==> src/rtl/uart_frame_parser.sv <==
// uart_frame_parser
//   Extracts framed payloads from a UART byte stream and hands them to a
//   valid/ready consumer. Frame: 0x55, 0xAA, LEN, LEN payload bytes[, CHK].
//   CHK is the modulo-256 sum of LEN and the payload bytes.
//
//   Build option: define FRAME_CHECKSUM_EN to expect and verify the CHK byte.
//   Without it there is no CHK byte, the frame is released straight after the
//   last payload byte and BAD_CHK never occurs.
//
// Ports
//   sys_clk    in   clock, rising edge
//   sys_rst    in   asynchronous active-high reset
//   in_data    in   [7:0] received byte, valid while in_flag=1
//   in_flag    in   one-cycle strobe per received byte
//   frm_data   out  [7:0] payload byte (0x00 when frm_valid=0)
//   frm_valid  out  frm_data is valid
//   frm_ready  in   consumer accepts frm_data
//   frm_last   out  final payload byte of the frame
//   err_flag   out  one-cycle pulse per frame error
//   err_code   out  [1:0] 0=BAD_LEN 1=BAD_CHK 2=TIMEOUT 3=OVERRUN, held
//
// State | meaning
// HDR0  | hunting for 0x55
// HDR1  | got 0x55, expecting 0xAA
// LEN   | expecting length byte
// PAY   | collecting payload into the buffer
// CHK   | expecting checksum byte (FRAME_CHECKSUM_EN only)
// OUT   | presenting buffered payload to the consumer
module uart_frame_parser #(
  parameter int MAX_LEN     = 16,
  parameter int TIMEOUT_CYC = 50000
) (
  input  logic       sys_clk,
  input  logic       sys_rst,
  input  logic [7:0] in_data,
  input  logic       in_flag,
  output logic [7:0] frm_data,
  output logic       frm_valid,
  input  logic       frm_ready,
  output logic       frm_last,
  output logic       err_flag,
  output logic [1:0] err_code
);

  localparam int PW    = (MAX_LEN > 1) ? $clog2(MAX_LEN) : 1;
  localparam int BUF_D = 1 << PW;
  localparam int TW    = $clog2(TIMEOUT_CYC + 1);

  localparam logic [TW-1:0] TMO_LOAD  = TW'(TIMEOUT_CYC);
  localparam logic [TW-1:0] TMO_ONE   = TW'(1);
  localparam logic [7:0]    MAX_LEN_B = 8'(MAX_LEN);

  localparam logic [1:0] E_BAD_LEN = 2'd0;
  localparam logic [1:0] E_BAD_CHK = 2'd1;
  localparam logic [1:0] E_TIMEOUT = 2'd2;
  localparam logic [1:0] E_OVERRUN = 2'd3;

  typedef enum logic [2:0] {
    S_HDR0, S_HDR1, S_LEN, S_PAY, S_CHK, S_OUT
  } state_t;

  state_t        state, state_nxt;
  logic [7:0]    len_q, wr_ptr, rd_ptr;
  logic [7:0]    buf_mem [0:BUF_D-1];
  logic [TW-1:0] tmo_cnt;
  logic          err_set;
  logic [1:0]    err_type;
  logic          last_pay, last_out, xfer, timed_state, tmo_hit;
`ifdef FRAME_CHECKSUM_EN
  logic [7:0]    sum_q;
`endif

  assign last_pay    = (wr_ptr == len_q - 8'd1);
  assign last_out    = (rd_ptr == len_q - 8'd1);
  assign xfer        = frm_valid && frm_ready;
  assign timed_state = (state == S_HDR1) || (state == S_LEN) ||
                       (state == S_PAY)  || (state == S_CHK);
  // The counter reloads on every strobe, so reaching 1 with no strobe this
  // cycle means TIMEOUT_CYC idle cycles have elapsed.
  assign tmo_hit     = timed_state && !in_flag && (tmo_cnt == TMO_ONE);

  // State register
  always_ff @(posedge sys_clk or posedge sys_rst) begin
    if (sys_rst) state <= S_HDR0;
    else         state <= state_nxt;
  end

  // Next-state and error decode
  always_comb begin
    state_nxt = state;
    err_set   = 1'b0;
    err_type  = E_BAD_LEN;
    if (tmo_hit) begin
      state_nxt = S_HDR0;
      err_set   = 1'b1;
      err_type  = E_TIMEOUT;
    end else begin
      case (state)
        S_HDR0: if (in_flag && in_data == 8'h55) state_nxt = S_HDR1;
        S_HDR1: if (in_flag) begin
          if (in_data == 8'hAA)      state_nxt = S_LEN;
          else if (in_data != 8'h55) state_nxt = S_HDR0;
        end
        S_LEN: if (in_flag) begin
          if (in_data == 8'd0 || in_data > MAX_LEN_B) begin
            state_nxt = S_HDR0;
            err_set   = 1'b1;
            err_type  = E_BAD_LEN;
          end else begin
            state_nxt = S_PAY;
          end
        end
        S_PAY: if (in_flag && last_pay) begin
`ifdef FRAME_CHECKSUM_EN
          state_nxt = S_CHK;
`else
          state_nxt = S_OUT;
`endif
        end
`ifdef FRAME_CHECKSUM_EN
        S_CHK: if (in_flag) begin
          if (in_data == sum_q) begin
            state_nxt = S_OUT;
          end else begin
            state_nxt = S_HDR0;
            err_set   = 1'b1;
            err_type  = E_BAD_CHK;
          end
        end
`endif
        S_OUT: begin
          if (in_flag) begin
            err_set  = 1'b1;
            err_type = E_OVERRUN;
          end
          if (xfer && last_out) state_nxt = S_HDR0;
        end
        default: state_nxt = S_HDR0;
      endcase
    end
  end

  // Outputs; the buffer read is only meaningful in OUT
  always_comb begin
    frm_valid = (state == S_OUT);
    frm_last  = frm_valid && last_out;
    frm_data  = frm_valid ? buf_mem[rd_ptr[PW-1:0]] : 8'h00;
  end

  // Datapath: pointers, length, sum, timeout, error registers
  always_ff @(posedge sys_clk or posedge sys_rst) begin
    if (sys_rst) begin
      len_q    <= 8'd0;
      wr_ptr   <= 8'd0;
      rd_ptr   <= 8'd0;
      tmo_cnt  <= '0;
      err_flag <= 1'b0;
      err_code <= E_BAD_LEN;
`ifdef FRAME_CHECKSUM_EN
      sum_q    <= 8'd0;
`endif
    end else begin
      err_flag <= err_set;
      if (err_set) err_code <= err_type;

      if (in_flag)            tmo_cnt <= TMO_LOAD;
      else if (tmo_cnt != '0) tmo_cnt <= tmo_cnt - TMO_ONE;

      if (state_nxt == S_HDR0) begin
        wr_ptr <= 8'd0;
        rd_ptr <= 8'd0;
`ifdef FRAME_CHECKSUM_EN
        sum_q  <= 8'd0;
`endif
      end else begin
        if (state == S_LEN && in_flag) len_q  <= in_data;
        if (state == S_PAY && in_flag) wr_ptr <= wr_ptr + 8'd1;
        if (xfer)                      rd_ptr <= rd_ptr + 8'd1;
`ifdef FRAME_CHECKSUM_EN
        // LEN is folded in too; sum_q is zero when LEN arrives.
        if ((state == S_LEN || state == S_PAY) && in_flag)
          sum_q <= sum_q + in_data;
`endif
      end
    end
  end

  // Payload buffer, no reset needed
  always_ff @(posedge sys_clk) begin
    if (state == S_PAY && in_flag) buf_mem[wr_ptr[PW-1:0]] <= in_data;
  end

endmodule
==> config.mk <==
export PLATFORM = sky130hd
export DESIGN_NAME = uart_frame_parser
export DESIGN_NICKNAME = d
export VERILOG_FILES = /design/src/rtl/uart_frame_parser.sv
export SDC_FILE = /design/constraint.sdc
export NUM_CORES = 1
export LEC_CHECK = 0
export CAP_MARGIN = 20
export CELL_PAD_IN_SITES_DETAIL_PLACEMENT = 1
export CELL_PAD_IN_SITES_GLOBAL_PLACEMENT = 2
export CORE_AREA = 2 2 136 138
export CTS_CLUSTER_DIAMETER = 100
export CTS_CLUSTER_SIZE = 40
export DETAILED_ROUTE_END_ITERATION = 10
export DIE_AREA = 0 0 138 140
export PLACE_DENSITY = 0.87
export RECOVER_POWER = 25
export SETUP_SLACK_MARGIN = 0.4
export SLEW_MARGIN = 20
export SYNTH_ARGS = -nofsm -noshare
export SYNTH_HDL_FRONTEND = slang
export SYNTH_SLANG_ARGS = --single-unit
==> constraint.sdc <==
create_clock -name sys_clk -period 3.6 [get_ports sys_clk]
set_input_delay 1.08 -clock sys_clk [delete_from_list [all_inputs] [get_ports sys_clk]]
set_output_delay 1.08 -clock sys_clk [all_outputs]
set_load 0.03 [all_outputs]
* Word-level counts from Yosys, hierarchy flattened *
Memory sizes are Yosys's and may differ from the RTL's.
Index checks and enable logic that the tools add are counted.

storage, ports and cells
  flip-flop bits (word level) = 46
  output and inout bits = 13
  memories = 1
  bits of input ports = 12
  word-level logic and storage cells = 74
  memory bits (writable) = 128

cells by class
  multiplexer cells = 27
  reduce and logical (&&, ||, !) cells = 22
  bitwise operators = 1
  order comparisons = 1
  add/sub/neg operators = 4
  equality and inequality tests = 11

memory list
  memory   depth  width  read ports  clocked after memory_dff  write ports  RTL line  text
  buf_mem  16     8      1           0                         1            64        logic [7:0] buf_mem [0:BUF_D-1];

operator list
  kind                                                                      count
  8-bit two-way mux                                                         5
  16-bit two-way mux                                                        2
  3-bit two-way mux                                                         8
  8-bit by 1-bit adder with 8-bit output (second input constant)            2
  16-bit by 1-bit equality test with 1-bit output (second input constant)   1
  8-bit equality test                                                       2
  16-bit nonzero test                                                       1
  16-bit by 1-bit subtractor with 16-bit output (second input constant)     1
  3-bit case mux with 5 select lines                                        1
  1-bit logical AND                                                         9
  8-bit by 7-bit equality test with 1-bit output (second input constant)    1
  8-bit equality test (second input constant)                               1
  8-bit by 5-bit > comparator with 1-bit output (second input constant)     1
  8-bit zero test                                                           1
  2-bit two-way mux                                                         4
  8-bit by 7-bit inequality test with 1-bit output (second input constant)  1
  8-bit by 1-bit subtractor with 8-bit output (second input constant)       1
  3-bit by 2-bit equality test with 1-bit output (second input constant)    2
  3-bit equality test (second input constant)                               2
  3-bit zero test                                                           2
  1-bit two-way mux                                                         6
  2-bit nonzero test                                                        3
  1-bit logical OR                                                          4
  3-bit by 1-bit equality test with 1-bit output (second input constant)    1
  other kinds (4)                                                           4

* Depth between registers and ports, before layout *
Gate-level depths: netlist of the first run.

  depth in word-level cells = 10
  gate-level depth with buffers = 10
  depth with buffers taken out = 9

* Worst setup path before layout of the first run *
Ideal clock, no wire load.

  path kind = register to output
  start point = register rd_ptr[0]
  end point = output frm_data[2]
  setup slack = 0.241 ns
  required time = 2.520 ns
  stages on the path, launching flop included = 6
  arrival time = 2.279 ns
  cells stage by stage = dfrtp_1 > buf_2 > buf_1 > mux4_2 > mux4_2 > and2_1

on the way
  cells in the longest elaborated chain, start to end = 2

ends and longest elaborated chain
  element                 RTL line  text
  from (decl)             63        logic [7:0] len_q, wr_ptr, rd_ptr;
  from (signal assigned)  178       if (xfer) rd_ptr <= rd_ptr + 8'd1;
  memory read 16 x 8 bit  -
  8-bit two-way mux       147       frm_data = frm_valid ? buf_mem[rd_ptr[PW-1:0]] : 8'h00;
  to (decl)               37        output logic [7:0] frm_data,

Every way passes these cells.

* Final worst setup path of the first run *
Same ends and word-level chain as after synthesis.

==> results.yml, run 1 <==
outcome:
  status: "completed"
timing:
  relSlewSlack: 0.187
  maxSlewViolCount: 0
  holdWs_ns: 0.541
  clock.fmax_ghz: 0.281
  layout_min_cycle_time_ns: 3.56
  worst_pin_slew_ns: 1.22
  finalCritPeriodShare: 0.988
  setup_viol: 0
  hold_viol_final: 0
  skew_ns: 0.0104
  rsz0062_at_grt: "yes"
critical_path:
  startpoint_type: "flop"
  r2r-start: "len_q[5]"
  worstPathRequired_ns: 2.52
  crit_type: "reg2out"
  critPathCaptureType: "primary output"
  r2r_setup_slack_ns: 1.06
  r2r-end: "wr_ptr[3]"
  worst-endpoint-arrival_ns: 2.48
  r2r_cells: 9
  crit_fanout: 6
yosys:
  ys_top_cells_by_count: "edfxtp_1 (128), dfrtp_1 (46), mux4_2 (40)"
  synth_cells: 525
  mappedNetlistNets: 545
  synth_edf_count: 128
  ys_dominant_reg_cell: "edfxtp_1"
  synth-seq-area-share: 0.632
  synth_area_leaders: "edfxtp_1 (49%), dfrtp_1 (15%), mux4_2 (11%)"
  synth.distinct_cells: 60
  synth_top_area_cell: "edfxtp_1"
  async_flop_share: 0.264
  syn_area_sq_um: 7900
  ys_warn_count: 0
  ys_ff_latch: 174
  avgSynthCellArea_sq_um: 15.0
  synth_top_area_share: 0.487
  synth.most_common_cell: "edfxtp_1"
route:
  drt-wirelength-per-cell_microns: 25.3
  num_vias: 4967
  first_iter_violations: 402
  viasPerCell: 5.90
  routed_wl_mm: 21.3
  ant_nets: 0
  drc: 0
  firstDrtPassIters: 5
finish:
  area.growth.synth_to_final_pct: 20.5
  fin_nets: 620
  final_cell_area_sq_um: 9520
  drive_gt1_frac: 0.277
  nFillCells: 1701
  n_antenna_cell: 0
grt:
  antenna_found_initial: 0
  grt_pass1_wl_mm: 33.0
  grt_pass1_vias: 5389
  grt.overflow.total: 0
  track_usage: 0.230
  grt_max_degree: 39
hold_path:
  hold_depth: 2
  hp-class: "reg2reg"
  holdPathEnd: "tmo_cnt[4]"
  hp-start: "tmo_cnt[4]"
placement:
  placed_area_sq_um: 8690
  finalWeightedCongestion: 0.791
  portBuffers: 24
  dpl.hpwl_mm: 13.9
clock_network:
  clock-sinks: 174
  htree_levels: 4
  cts_tree: "yes"
  clk_transition_reported_paths_ns: 0.07
  worstSkewPairLatency_ns: 0.43
  clk_path_buf_depth: 2
  clock-root-buffer: "clkbuf_16"
  cts_made_buffers: 17
floorplanning:
  die_h_microns: 140
  die_w_microns: 138
  io-pin-count: 25
  rows: 49
  start_util: 0.444
  core-area_sq_um: 17800
  die-area_sq_um: 19300
power:
  power_mw: 4.17
  peakVddDrop_mv: 0.351
  pwr_density_cell_nw_per_um2: 438
  p_leak_nw: 3.32
flow_run:
  timing.max_cap.violations: 0
## worst max-delay path by stage
stage / startpoint / cells past startpoint / end
after floorplan: rd_ptr[0] / 5 / frm_data[2]
after global placement: rd_ptr[0] / 5 / frm_data[0]
after detailed placement: rd_ptr[0] / 5 / frm_data[0]
after CTS: rd_ptr[0] / 6 / frm_data[2]
after global routing: rd_ptr[0] / 6 / frm_data[2]
final: rd_ptr[0] / 6 / frm_data[2]
## critical path, stage by stage, from the launching register on
cell and delay [ns]:
dfrtp_2 0.45, buf_6 0.13, buf_12 0.13, mux4_2 0.51
mux4_2 0.50, and2_4 0.18, buf_6 0.13
## kinds of logic after synthesis
family          share of synthesized area
mux                                 0.124
fa+ha+maj                          0.0127
flops                               0.632
xor+xnor                           0.0516
compound gates                     0.0371
simple gates                        0.121
buf+inv                            0.0215
## sequential cells by signal, summed over array words and instances, names as in the netlist
signal    cells
buf_mem     128
err_code      2
err_flag      1
len_q         8
rd_ptr        8
state         3
tmo_cnt      16
wr_ptr        8
## report_power, final
part           switching (mW)  internal, mW
Combinational          0.0799        0.0419
Clock                   0.872         0.994
Sequential             0.0124          2.17
## layout by cell type, fill, tap and decap left out, types with 4 or more instances in the layout
master | netlist | final
edfxtp_1 | 128 | 128
dfrtp_1 | 46 | 43
mux4_2 | 40 | 40
buf_4 | 1 | 39
nor2_1 | 29 | 28
nand2_1 | 26 | 26
xor2_1 | 25 | 24
nor3_1 | 23 | 23
xnor2_1 | 19 | 19
and2_1 | 25 | 18
clkbuf_16 | 0 | 17
nand3_1 | 12 | 12
buf_6 | 2 | 12
o21ai_0 | 11 | 11
nand4_1 | 11 | 11
inv_1 | 12 | 9
a21oi_1 | 9 | 9
clkdlybuf4s50_1 | 0 | 9
and2_4 | 0 | 7
ha_1 | 8 | 7
clkbuf_1 | 18 | 7
or4_1 | 6 | 6
mux2_2 | 6 | 6
nand2b_1 | 7 | 6
inv_8 | 0 | 6
nor4_1 | 6 | 5
dlygate4sd3_1 | 0 | 5
inv_6 | 0 | 4
buf_12 | 0 | 4
## metal layers
layer  GRT usage  part of all wire
met5           0                 0
met4      0.0854             0.027
met3      0.0526             0.056
met2       0.396              0.52
met1       0.287              0.40
## metrics by stage
| step | util | setup WS (ns) | cells | TNS [ns] |
|---|---|---|---|---|
| 2_1_floorplan | - | 0.417 | 525 | 0 |
| 3_3_place_gp | 0.489 | 0.0852 | 797 | 0 |
| 3_5_place_dp | 0.489 | 0.000614 | 797 | 0 |
| 4_1_cts | 0.533 | 0.0396 | 839 | 0 |
| 5_1_grt | 0.535 | -0.0211 | 842 | -0.0211 |
| 6_report | 0.535 | 0.0448 | 842 | 0 |
## timing repair
| action | in CTS | in global routing |
|---|---|---|
| buffers inserted | 9 | 3 |
| gates resized for setup | 84 | 7 |
| setup endpoints to repair | 10 | 20 |
| gates cloned | 1 | 0 |
| pin swaps | 4 | 6 |
| hold buffers | 0 | 0 |
## area by class of cell
cell class | instances | area (sq um) | area share
repair buffers | 82 | 764 | 0.0803
multi-input cells | 312 | 2820 | 0.296
clock inverters | 15 | 169 | 0.0178
flip-flops and latches | 174 | 5000 | 0.525
inverters | 13 | 52.6 | 0.00552
clock buffers | 17 | 425 | 0.0447
well taps | 229 | 287 | 0.0301
Note: power is estimated with default switching activity, not from simulation.
==> inputs of run 2 (changes only) <==
--- a/config.mk
+++ b/config.mk
@@ -15,7 +15,7 @@
 export DIE_AREA = 0 0 138 140
 export PLACE_DENSITY = 0.87
 export RECOVER_POWER = 25
-export SETUP_SLACK_MARGIN = 0.4
+export SETUP_SLACK_MARGIN = 0.05
 export SLEW_MARGIN = 20
 export SYNTH_ARGS = -nofsm -noshare
 export SYNTH_HDL_FRONTEND = slang
==> constraint.sdc (replaced) <==
create_clock -name sys_clk -period 3.6 [get_ports sys_clk]
set_input_delay 1.08 -clock sys_clk [delete_from_list [all_inputs] [get_ports sys_clk]]
set_output_delay 1.08 -clock sys_clk [all_outputs]
set_load 0.01 [all_outputs]
==> results.yml, run 2 (synthesis results as in run 1) <==
grt:
  grt.overflow.total: 0
  antenna_found_initial: 0
  grt_pass1_vias: 5360
  grt_max_degree: 32
  grt_pass1_wl_mm: 32.0
  track_usage: 0.221
floorplanning:
  rows: 49
  die_h_microns: 140
  die-area_sq_um: 19300
  die_w_microns: 138
  io-pin-count: 25
  core-area_sq_um: 17800
  start_util: 0.444
finish:
  area.growth.synth_to_final_pct: 19.3
  final_cell_area_sq_um: 9420
  mostFrequentLayoutCells: "edfxtp_1 (128), buf_4 (48), dfrtp_1 (45), mux4_2 (40), nor2_1 (29)"
  fin_cells: 846
  nFillCells: 1710
  fin_nets: 624
  drive_gt1_frac: 0.258
  n_antenna_cell: 0
  largest_reg_flops: 128
  final_common_cell: "edfxtp_1"
critical_path:
  crit_family: "multiplexers"
  crit_type: "reg2out"
  max_stage_delay_ns: 0.48
  worst-endpoint-arrival_ns: 2.44
  startpoint_type: "flop"
  crit_fanout: 7
  crit_chain: "buf_6 -> buf_12 -> buf_6 -> mux4_2 -> mux4_2 -> and2_4 -> buf_6"
  crit_buf_inv: 4
  slowest_stage: "mux4_2"
  path_common_cell: "buf_6"
  critPathCaptureType: "primary output"
  worstPathRequired_ns: 2.52
clock_network:
  cts_made_buffers: 17
  clk_path_buf_depth: 2
  cts_tree: "yes"
  clock-root-buffer: "clkbuf_16"
  hold_buffers: 0
  worstSkewPairLatency_ns: 0.43
  clk_transition_reported_paths_ns: 0.07
  clock-sinks: 174
  htree_levels: 4
timing:
  skew_ns: 0.00646
  holdWs_ns: 0.540
  worst_pin_slew_ns: 1.33
  maxSlewViolCount: 0
  setup_viol: 0
  relSlewSlack: 0.111
  clock.fmax_ghz: 0.284
  hold_viol_final: 0
  layout_min_cycle_time_ns: 3.52
  finalCritPeriodShare: 0.978
  rsz0062_at_grt: "yes"
placement:
  finalWeightedCongestion: 0.854
  dpl.hpwl_mm: 13.9
  portBuffers: 24
  placed_area_sq_um: 8720
  dp_cells: 804
route:
  num_vias: 4865
  viasPerCell: 5.75
  drt-wirelength-per-cell_microns: 24.3
  ant_nets: 0
  firstDrtPassIters: 4
  first_iter_violations: 261
  routed_wl_mm: 20.6
  drc: 0
hold_path:
  hp-class: "reg2reg"
flow_run:
  timing.max_cap.violations: 0
power:
  power_mw: 4.06
  pwr_density_cell_nw_per_um2: 431
  p_leak_nw: 3.32
  peakVddDrop_mv: 0.318
outcome:
  status: "completed"
run 2: power breakdown:
group          total (mW)  internal, mW  leakage, nW  switching, mW
sequential           2.18          2.17         1.76         0.0126
clock                1.76         0.968        0.271          0.796
combinational       0.118        0.0413         1.29         0.0769
total                4.06          3.18         3.32          0.885
run 2: per-layer routing:
layer | track usage | wire length, microns | vias up
met5 | 0 | 0 | -
li1 | - | - | 2166
met4 | 0.0832 | 397 | 0
met2 | 0.386 | 10700 | 110
met3 | 0.0338 | 753 | 27
met1 | 0.282 | 8670 | 2562
run 2: path summary, 6_finish.rpt:
check / startpoint / to / slack (ns) / cells after the start
worst max-delay path: rd_ptr[0] / frm_data[6] / 0.08 / 7
worst min-delay path: tmo_cnt[4] / tmo_cnt[4] / 0.54 / 2
worst max register to register: len_q[2] / state[2] / 1.15 / 7
worst min register to register: tmo_cnt[4] / tmo_cnt[4] / 0.54 / 2
max in group asynchronous: sys_rst / rd_ptr[0] / 1.25 / 2
min in group asynchronous: sys_rst / tmo_cnt[12] / 1.46 / 2
run 2: through the flow:
stage,util,worst slack [ns],setup TNS (ns)
floorplan,-,0.312,0
global placement,0.490,0.140,0
detailed placement,0.490,0.0646,0
CTS,0.530,0.0152,0
global route,0.530,-0.00283,-0.00283
finish,0.530,0.0809,0
run 2: final cells by class:
class / count / area (sq um) / area share
timing repair buffer: 86 / 756 / 0.0802
clock inverter: 13 / 134 / 0.0142
clock buffer: 19 / 433 / 0.0460
multi-input combinational: 312 / 2770 / 0.294
inverter: 13 / 48.8 / 0.00518
sequential: 174 / 5000 / 0.530
tap: 229 / 287 / 0.0304
run 2: worst reg2reg max path: cells and delay by family, from the launching register on:
family                    cells  cell delay (ns)
DFF                           1             0.48
xor gates and xnor gates      2             0.36
and+or+nand+nor               3             0.89
AOI/OAI and AO/OA             1             0.44
buffers and inverters         1             0.15
run 2: repair_timing:
action	in CTS	in global routing
setup buffers	7	1
cloned	3	1
pin swaps	0	1
endpoints found under the setup margin	9	7
resized for setup	44	8
==> inputs of run 3 (changes only) <==
--- a/config.mk
+++ b/config.mk
@@ -5,6 +5,7 @@
 export SDC_FILE = /design/constraint.sdc
 export NUM_CORES = 1
 export LEC_CHECK = 0
+export ABC_CLOCK_PERIOD_IN_PS = 3600
 export CAP_MARGIN = 20
 export CELL_PAD_IN_SITES_DETAIL_PLACEMENT = 1
 export CELL_PAD_IN_SITES_GLOBAL_PLACEMENT = 2
==> results of run 3 <==
No change in the layout: final DEF, timing and power equal those of run 2.
